**config.mk**
```make
export PLATFORM = sky130hd
export DESIGN_NAME = uart_cmd_tx
export DESIGN_NICKNAME = d
export VERILOG_FILES = /design/src/rtl/uart_cmd_tx.sv
export SDC_FILE = /design/constraint.sdc
export NUM_CORES = 1
export LEC_CHECK = 0
export CELL_PAD_IN_SITES_DETAIL_PLACEMENT = 1
export CELL_PAD_IN_SITES_GLOBAL_PLACEMENT = 2
export CORE_UTILIZATION = 34
export DETAILED_ROUTE_END_ITERATION = 16
export PLACE_DENSITY = 0.87
export SLEW_MARGIN = 20
export SYNTH_ARGS = -nofsm -noshare
export SYNTH_HDL_FRONTEND = slang
export SYNTH_SLANG_ARGS = --single-unit
```
**constraint.sdc**
```tcl
create_clock -name clk -period 3.1 [get_ports clk]
set_clock_uncertainty 0.2 [all_clocks]
set_input_delay 0.62 -clock clk [delete_from_list [all_inputs] [get_ports clk]]
set_output_delay 0.62 -clock clk [all_outputs]
set_load 0.05 [all_outputs]
```
**src/rtl/uart_cmd_tx.sv**
```systemverilog
// 16-bit command transmitter: sends cmd as two back-to-back 8N1 frames,
// high byte first, from a single baud timer and a 9-bit right shifter.
module uart_cmd_tx #(
  parameter int unsigned BAUD_DIV = 2604
) (
  input  logic        clk,
  input  logic        rst_n,
  input  logic [15:0] cmd,
  input  logic        snd_cmd,
  output logic        TX,
  output logic        tx_busy,
  output logic        cmd_snt,
  output logic [1:0]  state_dbg,
  output logic [15:0] hold_dbg
);

  // Handshake: snd_cmd is a single-cycle request, taken only when the state
  // register reads IDLE at the rising edge; any other cycle drops it silently.
  typedef enum logic [1:0] {
    IDLE = 2'd0,
    HIGH = 2'd1,
    LOW  = 2'd2
  } state_e;

  localparam logic [11:0] BAUD_LAST = 12'(BAUD_DIV - 1);
  localparam logic [3:0]  LAST_BIT  = 4'd9;

  state_e      state;
  state_e      state_nxt;
  logic [15:0] cmd_hold;
  logic [8:0]  shifter;
  logic [11:0] baud_cnt;
  logic [3:0]  bit_cnt;

  logic baud_tick;
  logic frame_done;
  logic accept;
  logic load_low;
  logic finish;

  assign baud_tick  = (state != IDLE) && (baud_cnt == BAUD_LAST);
  assign frame_done = baud_tick && (bit_cnt == LAST_BIT);

  always_ff @(posedge clk or negedge rst_n) begin
    if (!rst_n) state <= IDLE;
    else        state <= state_nxt;
  end

  always_comb begin
    state_nxt = state;
    case (state)
      IDLE:    if (snd_cmd)    state_nxt = HIGH;
      HIGH:    if (frame_done) state_nxt = LOW;
      LOW:     if (frame_done) state_nxt = IDLE;
      default:                 state_nxt = IDLE;
    endcase
  end

  always_comb begin
    accept   = 1'b0;
    load_low = 1'b0;
    finish   = 1'b0;
    case (state)
      IDLE:    accept   = snd_cmd;
      HIGH:    load_low = frame_done;
      LOW:     finish   = frame_done;
      default: ;
    endcase
  end

  // The stop bit is the 1 shifted in at the MSB, so it lasts a full bit period
  // and the next load lands exactly on the following cycle with no gap.
  always_ff @(posedge clk or negedge rst_n) begin
    if (!rst_n) begin
      cmd_hold <= '0;
      shifter  <= '1;
      baud_cnt <= '0;
      bit_cnt  <= '0;
      tx_busy  <= 1'b0;
      cmd_snt  <= 1'b0;
    end else if (accept) begin
      cmd_hold <= cmd;
      shifter  <= {cmd[15:8], 1'b0};
      baud_cnt <= '0;
      bit_cnt  <= '0;
      tx_busy  <= 1'b1;
      cmd_snt  <= 1'b0;
    end else if (baud_tick) begin
      baud_cnt <= '0;
      if (load_low) begin
        shifter <= {cmd_hold[7:0], 1'b0};
        bit_cnt <= '0;
      end else if (finish) begin
        shifter <= '1;
        bit_cnt <= '0;
        tx_busy <= 1'b0;
        cmd_snt <= 1'b1;
      end else begin
        shifter <= {1'b1, shifter[8:1]};
        bit_cnt <= bit_cnt + 4'd1;
      end
    end else if (state != IDLE) begin
      baud_cnt <= baud_cnt + 12'd1;
    end
  end

  assign TX        = shifter[0];
  assign state_dbg = state;
  assign hold_dbg  = cmd_hold;

endmodule

```
==> flow_metrics.env <==
export IMPL_drv_slew=0
export IMPL_viasPerCell=5.28
export IMPL_numCtsBuffers=5
export IMPL_async_flop_share_pct=100
export IMPL_hold_ws_ns=0.167
export IMPL_synth_cell_types=49
export IMPL_crit_path_top_delay_cell="clkdlybuf4s50_1"
export IMPL_total_power_uw=1070
export IMPL_initial_core_util_pct=36.1
export IMPL_crit_family="buffers and inverters"
export IMPL_antenna_cells=0
export IMPL_grt_max_degree=32
export IMPL_period_needed_ns=2.59
export IMPL_crit_fanout=13
export IMPL_grt_pass1_wl_um=9650
export IMPL_finalCritPeriodShare_pct=83.5
export IMPL_postCtsSetupBuffers=0
export IMPL_ctsResizeCount=0
export IMPL_fin_ws_ns=0.510
export IMPL_synth_seq_cells=45
export IMPL_fmax_mhz=386
export IMPL_fillers=724
export IMPL_synth_edf_count=0
export IMPL_cts_tree="done"
export IMPL_clk_latency_ns=0.30
export IMPL_rsz0062_at_grt="no"
export IMPL_crit_required_ns=2.28
export IMPL_crit_path_cell_trace="clkdlybuf4s50_1"
export IMPL_place_congestion=0.798
export IMPL_firstDrtPassIters=4
export IMPL_yosysSeqAreaShare_pct=52.0
export IMPL_die_h_um=82.2
export IMPL_yosysWarningCount=0
export IMPL_path_buf_inv=1
export IMPL_ios=40
export IMPL_die_w_um=82.2
export IMPL_clock_path_buffers=2
export IMPL_fin_tns_setup_ns=0
export IMPL_routed_wirelength_um=5670
export IMPL_grt_overflow=0
export IMPL_grt_pass1_vias=1919
export IMPL_rows=28
export IMPL_cts_hold_buf=0
export IMPL_synth_main_ff_cell="dfrtp_1"
export IMPL_dieArea_um2=6760
export IMPL_nets=294
export IMPL_synth_cells=228
export IMPL_synthesis_nets=250
export IMPL_slowest_delay_ns=0.88
export IMPL_setup_violations=0
export IMPL_routedWlPerCell_um=16.3
export IMPL_ant_nets=0
export IMPL_clock_sinks=45
export IMPL_cts_max_level=2
export IMPL_syn_to_final_growth_pct=27.3
export IMPL_final_core_util_pct=45.9
export IMPL_portBuffers=39
export IMPL_path_class="reg2out"
export IMPL_clk_pin_slew_worst_paths_ns=0.08
export IMPL_vias=1836
export IMPL_drt_iter0_drc=116
export IMPL_status="finished, final reports clean"
export IMPL_groute_usage_overall_pct=19.1
export IMPL_vdd_drop_max_mv=0.179
export IMPL_slew_headroom_pct=51.8
export IMPL_power_leakage_uw=0.00125
export IMPL_drv_cap=0
export IMPL_powerDensity_nw_per_um2=385
export IMPL_synth_cell_area_um2=2190
export IMPL_worst_pin_slew_ns=0.723
export IMPL_hold_viol=0
export IMPL_holdCritPathClass="in2async"
export IMPL_syn_area_per_cell_um2=9.59
export IMPL_start_kind="flip-flop"
export IMPL_place_ws_ns=0.615
export IMPL_antenna_found_initial=0
export IMPL_drc=0
export IMPL_cp_arrival_ns=1.77
export IMPL_core_area_um2=6060
export IMPL_drive_gt1_share_pct=11.7
export IMPL_cts_root_buffer="clkbuf_8"
export IMPL_dpl_hpwl_um=4100
export IMPL_cp_end_kind="output port"
cell usage after synthesis, drive strengths merged (2+ instances only):
library cell / number / area share [%]
nand2: 60 / 10
dfrtp: 36 / 41
nand3: 17 / 3.9
nor2: 14 / 2.7
dfstp: 9 / 11
o21ai: 8 / 2.0
clkbuf: 7 / 1.2
inv: 7 / 1.2
o221ai: 7 / 2.8
xor2: 6 / 2.4
nand4: 4 / 1.1
xnor2: 4 / 1.6
a21oi: 3 / 0.69
a31oi: 3 / 0.86
buf: 3 / 1.3
ha: 3 / 1.7
nor4: 3 / 1.5
a211oi: 2 / 0.92
nand2b: 2 / 0.57
nand3b: 2 / 0.69
nor3: 2 / 0.46
nor3b: 2 / 0.92
nor4bb: 2 / 0.92
o22ai: 2 / 0.57
o31ai: 2 / 0.69
or3: 2 / 0.57
placed cells by master, fill, tap and decap left out, types with 5 or more instances in the layout:
master	count
buf_4	8
clkbuf_8	5
clkdlybuf4s50_1	38
dfrtp_1	36
dfstp_2	9
inv_1	7
nand2_1	60
nand3_1	17
nor2_1	13
o21ai_0	5
o221ai_1	7
xor2_1	6
kinds of logic (layout without fill, tap and decap cells):
| group | after synthesis | in the layout | synth area share (%) |
|---|---|---|---|
| AND/OR/NAND/NOR | 117 | 117 | 26.5 |
| flip-flops | 45 | 45 | 52.0 |
| AO/OA/AOI/OAI | 36 | 36 | 12.1 |
| buffers and inverters | 17 | 62 | 3.66 |
| XOR/XNOR | 10 | 10 | 4.00 |
| adder cells (fa/ha/maj) | 3 | 3 | 1.72 |
routing by layer:
metal / vias to the layer above / global-route usage, % / routed length (um) / part of all wire (%)
met5: - / 0 / 0 / 0
met4: 0 / 5.09 / 46 / 0.81
met3: 6 / 3.41 / 176 / 3.1
met2: 38 / 29.4 / 2660 / 47
met1: 909 / 27.5 / 2800 / 49
li1: 883 / - / - / -
power by group:
group	internal (uW)	total, uW	switching (uW)
combinational	20.9	37.1	16.2
sequential	587	587	0
clock	242	448	206
worst register-to-register path: cells and delay by family, from the launching register on:
kind	cells	cell delay [ns]
AO/OA/AOI/OAI	1	0.23
buffers and inverters	1	0.24
flip-flops	1	0.45
AND/OR/NAND/NOR	3	1.22
flip-flops by register name, summed over array words and instances (netlist names):
signal     flops
state_dbg      2
cmd_snt        1
hold_dbg      16
baud_cnt      12
bit_cnt        4
shifter        9
tx_busy        1
per-stage QoR:
| stage | instances | instance area [um2] |
|---|---|---|
| after floorplan | 228 | 2190 |
| after global placement | 340 | 2670 |
| after detailed placement | 340 | 2670 |
| after CTS | 348 | 2780 |
| after global routing | 348 | 2780 |
| final | 348 | 2780 |
path summary, 6_finish.rpt:
check                             start           end  slack (ns)  depth (start not counted)
max                        state_dbg[1]  state_dbg[1]        0.51                          1
min                               rst_n   baud_cnt[1]        0.17                          1
max reg2reg                 baud_cnt[8]    shifter[8]        0.70                          5
min reg2reg                hold_dbg[10]  hold_dbg[10]        0.28                          2
max in group asynchronous         rst_n    shifter[5]        1.85                          2
min in group clk           hold_dbg[10]  hold_dbg[10]        0.28                          2
final cells by class:
class	count	area, um2	share of cell area (%)
Sequential cell	45	1140	40.9
Multi-Input combinational cell	166	970	34.8
Timing Repair Buffer	47	445	16.0
Tap cell	75	93.8	3.37
Clock buffer	6	72.6	2.61
Clock inverter	2	38.8	1.39
Inverter	7	26.3	0.944
Note: power is estimated with default switching activity, not from simulation.
